File: src/rtl/memory_arbiter_pkg.sv
// Shared types and constants for the fetch/data memory arbiter and its watchdog.
package memory_arbiter_pkg;

  typedef enum logic [1:0] {
    IDLE    = 2'd0,
    BUSY_IF = 2'd1,
    BUSY_DM = 2'd2
  } arbState_e;

  localparam int unsigned STARVE_LIMIT_DEFAULT = 2;
  localparam int unsigned TIMEOUT_DEFAULT      = 15;
  localparam logic [31:0] ABORT_FILL           = 32'hDEADBEEF;

endpackage

File: src/rtl/memory_arbiter_watchdog.sv
// Counts cycles an outstanding memory request has waited; expire fires on the
// cycle that would complete the TIMEOUT-th waiting cycle.
module arb_watchdog
  import memory_arbiter_pkg::*;
#(
  parameter int unsigned TIMEOUT = TIMEOUT_DEFAULT
) (
  input  logic clk_i,
  input  logic rst_ni,
  input  logic enable_i,
  input  logic clear_i,
  output logic expire_o
);

  localparam int unsigned CW = $clog2(TIMEOUT + 1);

  logic [CW-1:0] count_q, count_d;

  assign expire_o = enable_i && !clear_i && (count_q == CW'(TIMEOUT - 1));

  always_comb begin
    count_d = count_q;
    if (clear_i) begin
      count_d = '0;
    end else if (enable_i && !expire_o) begin
      count_d = count_q + CW'(1);
    end
  end

  always_ff @(posedge clk_i or negedge rst_ni) begin
    if (!rst_ni) begin
      count_q <= '0;
    end else begin
      count_q <= count_d;
    end
  end

endmodule

File: src/rtl/memory_arbiter.sv
// Arbitrates a fetch port and a data port onto one single-port memory, with
// bounded data priority over a waiting fetch and a watchdog abort.
module memory_arbiter
  import memory_arbiter_pkg::*;
#(
  parameter int unsigned STARVE_LIMIT = STARVE_LIMIT_DEFAULT,
  parameter int unsigned TIMEOUT      = TIMEOUT_DEFAULT
) (
  input  logic        clk_i,
  input  logic        rst_ni,
  input  logic        if_req_i,
  input  logic [31:0] if_addr_i,
  output logic [31:0] if_rdata_o,
  output logic        if_ready_o,
  input  logic        dm_req_i,
  input  logic        dm_we_i,
  input  logic [31:0] dm_addr_i,
  input  logic [31:0] dm_wdata_i,
  output logic [31:0] dm_rdata_o,
  output logic        dm_ready_o,
  output logic        mem_req_o,
  output logic        mem_we_o,
  output logic [31:0] mem_addr_o,
  output logic [31:0] mem_wdata_o,
  input  logic [31:0] mem_rdata_i,
  input  logic        mem_ack_i,
  output logic        timeout_err_o
);

  localparam int unsigned SW         = $clog2(STARVE_LIMIT + 2);
  localparam logic [SW-1:0] STARVE_MAX = SW'(STARVE_LIMIT);

  arbState_e   state_q;
  logic [SW-1:0] starveCnt_q;
  logic        ifReady_q, dmReady_q, memReq_q, memWe_q, timeoutErr_q;
  logic [31:0] memAddr_q, memWdata_q, ifRdata_q, dmRdata_q;
  logic        ifElig, dmElig, grantDm, expire;

  // A requester whose ready is high this cycle has just been served and must
  // not be granted again on the strength of the same held request.
  assign ifElig  = if_req_i && !ifReady_q;
  assign dmElig  = dm_req_i && !dmReady_q;
  assign grantDm = dmElig && ((starveCnt_q < STARVE_MAX) || !ifElig);

  arb_watchdog #(.TIMEOUT(TIMEOUT)) u_watchdog (
    .clk_i    (clk_i),
    .rst_ni   (rst_ni),
    .enable_i (memReq_q),
    .clear_i  (!memReq_q || mem_ack_i),
    .expire_o (expire)
  );

  always_ff @(posedge clk_i or negedge rst_ni) begin
    if (!rst_ni) begin
      state_q      <= IDLE;
      starveCnt_q  <= '0;
      ifReady_q    <= 1'b0;
      dmReady_q    <= 1'b0;
      memReq_q     <= 1'b0;
      memWe_q      <= 1'b0;
      memAddr_q    <= '0;
      memWdata_q   <= '0;
      ifRdata_q    <= '0;
      dmRdata_q    <= '0;
      timeoutErr_q <= 1'b0;
    end else begin
      ifReady_q <= 1'b0;
      dmReady_q <= 1'b0;
      unique case (state_q)
        IDLE: begin
          if (grantDm) begin
            state_q    <= BUSY_DM;
            memReq_q   <= 1'b1;
            memWe_q    <= dm_we_i;
            memAddr_q  <= dm_addr_i;
            memWdata_q <= dm_wdata_i;
            if (ifElig && (starveCnt_q < STARVE_MAX)) begin
              starveCnt_q <= starveCnt_q + SW'(1);
            end
          end else if (ifElig) begin
            state_q     <= BUSY_IF;
            memReq_q    <= 1'b1;
            memWe_q     <= 1'b0;
            memAddr_q   <= if_addr_i;
            memWdata_q  <= '0;
            starveCnt_q <= '0;
          end
        end
        BUSY_IF, BUSY_DM: begin
          // An ack on the expiry cycle still wins; abort only when none came.
          if (mem_ack_i || expire) begin
            state_q  <= IDLE;
            memReq_q <= 1'b0;
            if (!mem_ack_i) begin
              timeoutErr_q <= 1'b1;
            end
            if (state_q == BUSY_IF) begin
              ifReady_q <= 1'b1;
              ifRdata_q <= mem_ack_i ? mem_rdata_i : ABORT_FILL;
            end else begin
              dmReady_q <= 1'b1;
              if (!memWe_q) begin
                dmRdata_q <= mem_ack_i ? mem_rdata_i : ABORT_FILL;
              end
            end
          end
        end
        default: state_q <= IDLE;
      endcase
    end
  end

  assign if_rdata_o    = ifRdata_q;
  assign if_ready_o    = ifReady_q;
  assign dm_rdata_o    = dmRdata_q;
  assign dm_ready_o    = dmReady_q;
  assign mem_req_o     = memReq_q;
  assign mem_we_o      = memWe_q;
  assign mem_addr_o    = memAddr_q;
  assign mem_wdata_o   = memWdata_q;
  assign timeout_err_o = timeoutErr_q;

endmodule

File: config.mk
export PLATFORM = sky130hd
export DESIGN_NAME = memory_arbiter
export DESIGN_NICKNAME = d
export VERILOG_FILES = /design/src/rtl/memory_arbiter_pkg.sv /design/src/rtl/memory_arbiter_watchdog.sv /design/src/rtl/memory_arbiter.sv
export SDC_FILE = /design/constraint.sdc
export NUM_CORES = 1
export LEC_CHECK = 0
export BUFFER_PORTS_ARGS = -buffer_cell sky130_fd_sc_hd__buf_2
export CAP_MARGIN = 20
export CORE_MARGIN = 4
export CORE_UTILIZATION = 30
export CTS_BUF_LIST = sky130_fd_sc_hd__clkbuf_4
export DETAILED_ROUTE_END_ITERATION = 7
export SLEW_MARGIN = 20
export SYNTH_ARGS = -nofsm -noshare
export SYNTH_HDL_FRONTEND = slang
export SYNTH_HIERARCHICAL = 1
export SYNTH_SLANG_ARGS = --single-unit
File: constraint.sdc
create_clock -name clk_i -period 2.45 [get_ports clk_i]
set_clock_uncertainty 0.1 [all_clocks]
set_input_delay 0.1225 -clock clk_i [delete_from_list [all_inputs] [get_ports clk_i]]
set_output_delay 0.1225 -clock clk_i [all_outputs]
set_load 0.005 [all_outputs]
* After elaboration in Yosys (flattened, before gate mapping) *
Cells that the tools add are included.

word-level totals
  register bits = 141
  output and inout port bits = 133
  bits of input ports = 134

operators by class
  equal/unequal tests = 6
  add/subtract/negate cells = 2
  reductions and logical operators = 28
  order comparisons = 1
  multiplexer cells = 26
  bitwise operators = 3

operators by type and width
  cell                                                    count
  2-to-1 mux 32 bit                                       5
  2-to-1 mux 2 bit                                        6
  AND reduction 3 bit                                     4
  2-to-1 mux 1 bit                                        11
  2-to-1 mux 4 bit                                        2
  logical AND 1 bit                                       7
  zero test 1 bit                                         6
  nonzero test 2 bit                                      3
  adder 4 x 1 -> 4 bit (second input constant)            1
  == test 4 bit (second input constant)                   1
  one-hot mux 2 bit (2 select lines)                      1
  AND reduction 2 bit                                     2
  AND reduction 4 bit                                     1
  logical OR 1 bit                                        3
  inequality test 3 bit (second input constant)           1
  NOT 1 bit                                               3
  adder 2 x 1 -> 2 bit (second input constant)            1
  == test 2 x 1 -> 1 bit (second input constant)          1
  == test 2 bit (second input constant)                   1
  zero test 2 bit                                         1
  less-than comparator 2 bit (second input constant)      1
  inequality test 2 x 1 -> 1 bit (second input constant)  1
  inequality test 2 bit (second input constant)           1
  one-hot mux 1 bit (2 select lines)                      1
  OR reduction 2 bit                                      1

* Depth between registers and ports, before layout *
Gate-level depths: netlist of the first run.

  depth in word-level cells = 9
  mapped depth = 10
  mapped depth without buffers = 7

* Cells and area by module *
Netlist of the first run, hierarchy kept.

modules (own cells, without submodules)
  module          sequential area each (um^2)  cells an instance  area an instance (um^2)  instances
  memory_arbiter  3428.3                       578                6179.7                   1
  arb_watchdog    100.1                        25                 250.2                    1

* Worst setup path before layout of the first run *
Ideal clock, no wire load.

  path type = input-to-reg
  start point = input port mem_ack_i
  end point = register dmRdata_q[10], in the netlist dm_rdata_o[10]
  buffers on the path = 3
  required time = 2271 ps
  slack = 357 ps
  stages = 9
  arrival time = 1914 ps
  cell sequence = buf_2 clkinv_1 clkbuf_1 nand2_1 nor2_1 o21ai_1 nor3_2 buf_6 mux2i_1

between the ends
  longest elaborated chain between the ends = 6
  elaborated cells between the ends (all ways) = 7
  those cells by class = 1 x mux; 6 x reduce/logical

ends and longest elaborated chain
  element                               RTL line                       RTL
  from (decl)                           memory_arbiter.sv:26           input logic mem_ack_i,
  logical OR 1 bit                      memory_arbiter.sv:49           .clear_i (!memReq_q || mem_ack_i),
  zero test 1 bit                       memory_arbiter_watchdog.sv:19  assign expire_o = enable_i && !clear_i && (count_q == CW'(TIMEOUT - 1));
  logical AND 1 bit (2 in series)       memory_arbiter_watchdog.sv:19
  net expire                            memory_arbiter.sv:37           logic ifElig, dmElig, grantDm, expire;
  logical OR 1 bit                      memory_arbiter.sv:91           if (mem_ack_i || expire) begin
  AND reduction 4 bit (no source line)  -
  to (signal assigned)                  memory_arbiter.sv:103          dmRdata_q <= mem_ack_i ? mem_rdata_i : ABORT_FILL;
  to (decl)                             memory_arbiter.sv:36           logic [31:0] memAddr_q, memWdata_q, ifRdata_q, dmRdata_q;

The timed path passes the listed nets, and every way through them passes these cells.
A chain may end at the register's enable or synchronous reset.

* Worst setup path in the final report of the first run *
  start point = register state_q[0]
  end point = register memAddr_q[6], in the netlist mem_addr_o[6]

between the ends
  longest elaborated chain between the ends = 2

ends and longest elaborated chain
  element                               RTL line              RTL
  from (decl)                           memory_arbiter.sv:33  arbState_e state_q;
  from (signal assigned)                memory_arbiter.sv:55  state_q <= IDLE;
  from (signal assigned)                memory_arbiter.sv:72  state_q <= BUSY_DM;
  from (signal assigned)                memory_arbiter.sv:81  state_q <= BUSY_IF;
  zero test 2 bit                       memory_arbiter.sv:69  unique case (state_q)
  AND reduction 2 bit (no source line)  -
  to (signal assigned)                  memory_arbiter.sv:75  memAddr_q <= dm_addr_i;
  to (signal assigned)                  memory_arbiter.sv:84  memAddr_q <= if_addr_i;
  to (decl)                             memory_arbiter.sv:36

Every way passes these cells.

==> results of run 1 <==
-- layer usage --
| metal | vias up | global-route usage [%] | wire, um |
|---|---|---|---|
| li1 | 2918 | - | - |
| met3 | 33 | 3.777 | 1238 |
| met5 | - | 0 | 0 |
| met4 | 0 | 6.939 | 575 |
| met1 | 2880 | 20.77 | 8287 |
| met2 | 215 | 28.22 | 10160 |
-- area by class of cell --
type / instances / area (sq um) / share of cell area (%)
diodes: 1 / 2.502 / 0.02585
clock buffers: 18 / 135.1 / 1.396
clock inverters: 14 / 143.9 / 1.487
inverters: 74 / 280.3 / 2.896
multi-input cells: 338 / 2356 / 24.34
flip-flops and latches: 141 / 3528 / 36.45
well taps: 275 / 344.1 / 3.555
repair buffers: 421 / 2889 / 29.85
-- Yosys cell counts, types with 2 or more instances --
master    count  area (sq um)
dfrtp_1     141          3528
inv_1        71         266.5
o21ai_0      66         330.3
nand2_1      43         161.4
and3b_1      34         297.8
a22o_1       33         289.0
a221oi_1     32         280.3
a22oi_1      32         240.2
mux2i_1      32         320.3
nor2_1       30         112.6
clkbuf_1     27         101.4
buf_2        11         55.05
buf_6        11         123.9
a21oi_1       4         20.02
ha_1          4         50.05
o211ai_1      3         22.52
inv_2         2         7.510
nand3_1       2         10.01
nand4_1       2         12.51
nor2b_1       2         12.51
nor3_1        2         10.01
o32ai_1       2         17.52
-- power by group through the flow --
stage | combinational (mW) | sequential [mW] | clock (mW)
after floorplan | 2.34 | 4.06 | 0
after global placement | 4.17 | 3.98 | 0
after detailed placement | 4.23 | 3.99 | 0
after CTS | 4.89 | 3.95 | 1.61
after global routing | 5.42 | 4.09 | 1.71
final | 4.88 | 3.94 | 1.53
-- registers in the layout, summed over array words and instances, names as in the netlist --
| signal | cells |
|---|---|
| dm_rdata_o | 32 |
| dm_ready_o | 1 |
| if_rdata_o | 32 |
| if_ready_o | 1 |
| mem_addr_o | 32 |
| mem_req_o | 1 |
| mem_wdata_o | 32 |
| mem_we_o | 1 |
| starveCnt_q | 2 |
| state_q | 2 |
| timeout_err_o | 1 |
| u_watchdog/count_q | 4 |
-- through the flow --
step / total power [mW] / utilization, % / cell area (sq um) / setup WS, ps
2_1_floorplan: 6.396 / - / 6430 / 357.0
3_3_place_gp: 8.146 / 38.16 / 8021 / 404.9
5_1_grt: 11.22 / 46.04 / 9679 / 13.54
6_report: 10.36 / 46.04 / 9679 / 155.6
3_5_place_dp: 8.228 / 38.16 / 8021 / 320.4
4_1_cts: 10.45 / 46.01 / 9672 / 57.13
-- what timing repair did --
action | 4_1_cts | 5_1_grt
endpoints found under the hold margin | 274 | 0
hold buffers | 136 | 0
endpoints found under the setup margin | 0 | 19
resized for setup | 0 | 3
-- worst register-to-register path: stages, from the launching register on --
cell	delay, ps
dfrtp_1	420
inv_1	90
ha_2	270
inv_4	120
buf_4	230
a221oi_1	250
a22oi_1	120
dlygate4sd3_1	580
-- cells by family (layout without fill, tap and decap cells) --
| family | count (synthesis) | after routing | synth area share, % |
|---|---|---|---|
| compound gates | 178 | 178 | 19.56 |
| flops | 141 | 141 | 54.87 |
| buf+inv | 124 | 527 | 8.737 |
| simple gates | 122 | 122 | 10.66 |
| mux | 34 | 34 | 5.390 |
| fa+ha+maj | 4 | 4 | 0.7784 |
| other cells | 0 | 1 | 0 |
-- how the worst max path moves through the flow --
stage                     slack [ps]                   from        endpoint  depth (start not counted)
after floorplan                  360              mem_ack_i  dm_rdata_o[10]                          9
after global placement           400  u_watchdog/count_q[0]  dm_rdata_o[28]                          8
after detailed placement         320  u_watchdog/count_q[0]  if_rdata_o[15]                          7
after CTS                         60             state_q[0]   mem_addr_o[6]                          7
after global routing              10  u_watchdog/count_q[0]  if_rdata_o[15]                          7
final                            160             state_q[0]   mem_addr_o[6]                          7
==> results.yml, run 1 <==
critical_path:
  endpoint_kind: "register"
  regToRegStartpoint: "state_q[0]"
  crit_arrival_ps: 2620
  start_kind: "register"
  cp_cell_sequence: "inv_1, ha_2, inv_4, buf_4, a221oi_1, a22oi_1, dlygate4sd3_1"
  crit_path_top_delay_cell: "dlygate4sd3_1"
  path_max_fanout: 19
  crit_buf_inv: 4
  rr_worst_depth: 7
  r2r_end: "mem_addr_o[6]"
  cp_top_family: "buffers and inverters"
  crit_type: "reg -> reg"
  cp_data_required_time_ps: 2780
  cpPeakStageDelay_ps: 580
  rrSetupSlack_ps: 160
worst_hold_path:
  hold_path.class: "in -> reg"
  min_to: "mem_wdata_o[8]"
  min_from: "dm_wdata_i[8]"
  worstHoldPathCells: 3
routing:
  wire_per_inst_um: 15.80
  detail-route-antenna-nets: 0
  routed-via-count: 6046
  drc: 0
  drt_iter0_drc: 367
  via_per_inst: 4.716
  drtPass1Iterations: 5
  drt_wl_total_um: 20260
pwr:
  p_comb_share_pct: 47.1
  clkPwrFrac_pct: 14.8
  p_int_mw: 6.511
  p_switching_mw: 3.846
  ir_worst_vdd_v: 0.0003606
  swShare_pct: 37.13
  powerDensity_nw_per_um2: 1070
  p_leak_nw: 4.919
  seq_power_share_pct: 38.1
clock_tree:
  cts_buffers: 17
  clkTransAtPathRegs_ps: 140
  cts_sinks: 141
  cts_tree: "yes"
  clockBufferDepth: 2
  cts-root-buf: "clkbuf_4"
  clock_latency_ps: 540
  post_cts_buffers: 0
  h-tree-depth: 4
cells_and_area:
  area_delta_synth_final_pct: 50.54
  final_common_cell: "buf_2"
  layout_common_cells: "buf_2, dfrtp_1, dlygate4sd3_1"
  drive_gt1_share_pct: 32.41
  final.fill_count: 1986
  layout.cells.non_filler: 1282
  final_nets: 1131
floorplan:
  io_pins: 267
  start_util_pct: 30.59
  rows: 53
  core-area_sq_um: 21020
  die_height_um: 154.4
  die_area_sq_um: 23840
  die_w_um: 154.4
placed_design:
  numPortBuffers: 266
  gp_congestion: 0.7531
  dp.cells: 1113
  hpwl_um: 13090
synthesis:
  ys_seq_area_share_pct: 54.87
  synth.avg_cell_area_sq_um: 10.66
  postSynthCellCount: 603
  synth_edf_count: 0
  yosys_register_bits: 141
  synth_area_sq_um: 6430
  synth_flop_cell: "dfrtp_1"
  syn_nets: 741
  ys_async_sr_fraction_pct: 100.0
  synth.yosys.warnings: 6
  ys_types: 39
sta:
  final_max_slew_viol_count: 0
  tightest_slew_ps: 577.3
  slew_headroom_pct: 61.51
  tns_ps: 0
  layout_min_cycle_time_ps: 2294
  fmax_ghz: 0.4358
  post-route-period-util_pct: 93.65
  fin_hold_ws_ps: 228.1
  hold_viol: 0
  rsz0062_at_grt: "false"
  setup_viol: 0
global_route:
  grt_start_max_net_pins: 82
  grt_pass1_vias: 6173
  antenna_found_initial: 1
  grt.total_usage_pct: 16.75
  overflow: 0
  grt_pass1_wl_um: 32150
status:
  status: "complete, no violations"
job:
  drv_cap: 0
No activity file was read; power rests on OpenSTA's default activity.
==> run 2, diff against run 1 <==
--- a/config.mk
+++ b/config.mk
@@ -7,7 +7,6 @@
 export LEC_CHECK = 0
 export BUFFER_PORTS_ARGS = -buffer_cell sky130_fd_sc_hd__buf_2
 export CAP_MARGIN = 20
-export CORE_MARGIN = 4
 export CORE_UTILIZATION = 30
 export CTS_BUF_LIST = sky130_fd_sc_hd__clkbuf_4
 export DETAILED_ROUTE_END_ITERATION = 7
==> run 2 against run 1 <==
Net effect:
- cell count is essentially flat
- power down 1.5%
- critical path depth did not move
- largest cell class unchanged
- count of clock-buffer cells in the layout is 1 lower
- global-route usage increased by 1.2 points
- largest power group unchanged
- clock power shrank 8%
- sequential cell count stayed put
- register-to-register slack barely moved
- critical path type unchanged
- utilization about the same
==> results.yml, run 2 (synthesis gave the netlist of run 1 again) <==
cells_and_area:
  final_util_pct: 46.06
  design_area_sq_um: 9683
  final.fill_count: 1997
  final_common_cell: "buf_2"
  layout_common_cells: "buf_2, dfrtp_1, dlygate4sd3_1"
  area_delta_synth_final_pct: 50.59
  final_nets: 1133
  drive_gt1_share_pct: 32.37
global_route:
  grt_pass1_vias: 5880
  met2_usage_pct: 29.55
  overflow: 0
  globalRouteMet1Util_pct: 23.20
  antenna_found_initial: 1
  grt_start_max_net_pins: 66
  grt_pass1_wl_um: 30860
  grtUsageMet3_pct: 3.773
  top_usage_layer: "met2"
  grt.total_usage_pct: 17.96
routing:
  routed-via-count: 6032
  detail-route-antenna-nets: 0
  drt_wl_total_um: 19620
  drt_iter0_drc: 257
  drc: 0
  wire_per_inst_um: 15.29
  drtPass1Iterations: 6
  via_per_inst: 4.701
pwr:
  seq_power_share_pct: 38.6
  p_int_mw: 6.398
  p_comb_share_pct: 47.7
  clkPwrFrac_pct: 13.7
  p_leak_nw: 4.922
  ir_worst_vdd_v: 0.0003479
  powerDensity_nw_per_um2: 1053
  total_power_mw: 10.20
  p_switching_mw: 3.801
  swShare_pct: 37.27
floorplan:
  start_util_pct: 30.59
  die_area_sq_um: 22020
  core-area_sq_um: 21020
  die_w_um: 148.4
  die_height_um: 148.4
  io_pins: 267
  rows: 53
job:
  drv_cap: 0
clock_tree:
  clockBufferDepth: 2
  clkTransAtPathRegs_ps: 120
  clock_latency_ps: 520
  cts_sinks: 141
  cts_buffers: 17
  cts-root-buf: "clkbuf_4"
  cts_tree: "yes"
  post_cts_buffers: 0
  h-tree-depth: 4
critical_path:
  cp_data_required_time_ps: 2810
  crit_buf_inv: 4
  endpoint_kind: "register"
  cp_cell_sequence: "inv_1, ha_2, inv_2, buf_4, a221oi_1, a22oi_1, dlygate4sd3_1"
  cp_top_family: "buffers and inverters"
  cp.depth: 7
  crit_path_top_delay_cell: "dlygate4sd3_1"
  crit_type: "reg -> reg"
  cpPeakStageDelay_ps: 590
  start_kind: "register"
  rr_worst_depth: 7
  crit_arrival_ps: 2660
  path_max_fanout: 19
sta:
  layout_min_cycle_time_ps: 2300
  hold_viol: 0
  setup_viol: 0
  final_max_slew_viol_count: 0
  slew_headroom_pct: 61.44
  post-route-period-util_pct: 93.88
  tightest_slew_ps: 578.3
  fmax_ghz: 0.4348
  rsz0062_at_grt: "false"
  tns_ps: 0
placed_design:
  hpwl_um: 12200
  dpl_cell_area_sq_um: 8041
  gp_congestion: 0.7552
  numPortBuffers: 266
status:
  status: "complete, no violations"
worst_hold_path:
  hold_path.class: "in -> reg"
  worstHoldPathCells: 4
[run 2: layer usage]
| metal | up-vias | share of wire, % |
|---|---|---|
| li1 | 2905 | - |
| met1 | 2898 | 43 |
| met2 | 201 | 49 |
| met3 | 28 | 5.5 |
| met4 | 0 | 1.9 |
| met5 | - | 0 |
[run 2: worst paths after layout]
| kind | start | end | slack [ps] |
|---|---|---|---|
| max | state_q[0] | mem_addr_o[5] | 150 |
| min | dm_req_i | starveCnt_q[0] | 70 |
| max reg2reg | state_q[0] | mem_addr_o[5] | 150 |
| min reg2reg | timeout_err_o | timeout_err_o | 380 |
| max in group asynchronous | rst_ni | mem_wdata_o[18] | 1340 |
| min in group asynchronous | rst_ni | mem_addr_o[3] | 420 |
[run 2: layout make-up]
class,count,area (sq um),area share (%)
multi-input cells,338,2356,24.33
flip-flops and latches,141,3528,36.44
inverters,74,277.8,2.869
repair buffers,423,2927,30.22
clock buffers,17,127.6,1.318
diodes,1,2.502,0.02584
clock inverters,14,120.1,1.240
well taps,275,344.1,3.553
[run 2: stage by stage]
step	instances	setup slack [ps]	hold slack [ps]
floorplan	603	357.0	-273.1
global placement	1114	424.3	37.94
detailed placement	1114	344.1	37.58
CTS	1282	71.96	4.949
global route	1283	4.801	31.49
finish	1283	149.8	69.55
[run 2: worst min-delay path, cell delays in order]
cell and delay, ps:
buf_2 140, and2b_1 230, nand3_1 90, o21ai_0 80
[run 2: power groups by stage]
| stage | registers (mW) | clock network (mW) | logic, mW |
|---|---|---|---|
| 2_1_floorplan | 4.06 | 0 | 2.34 |
| 3_3_place_gp | 3.97 | 0 | 4.15 |
| 3_5_place_dp | 3.98 | 0 | 4.22 |
| 4_1_cts | 3.93 | 1.48 | 4.88 |
| 5_1_grt | 4.06 | 1.56 | 5.38 |
| 6_report | 3.94 | 1.40 | 4.86 |
[run 2: timing repair]
| item | CTS | global route |
|---|---|---|
| hold endpoints to repair | 272 | 0 |
| resized for setup | 0 | 1 |
| setup endpoints to repair | 0 | 13 |
| hold buffers | 137 | 0 |
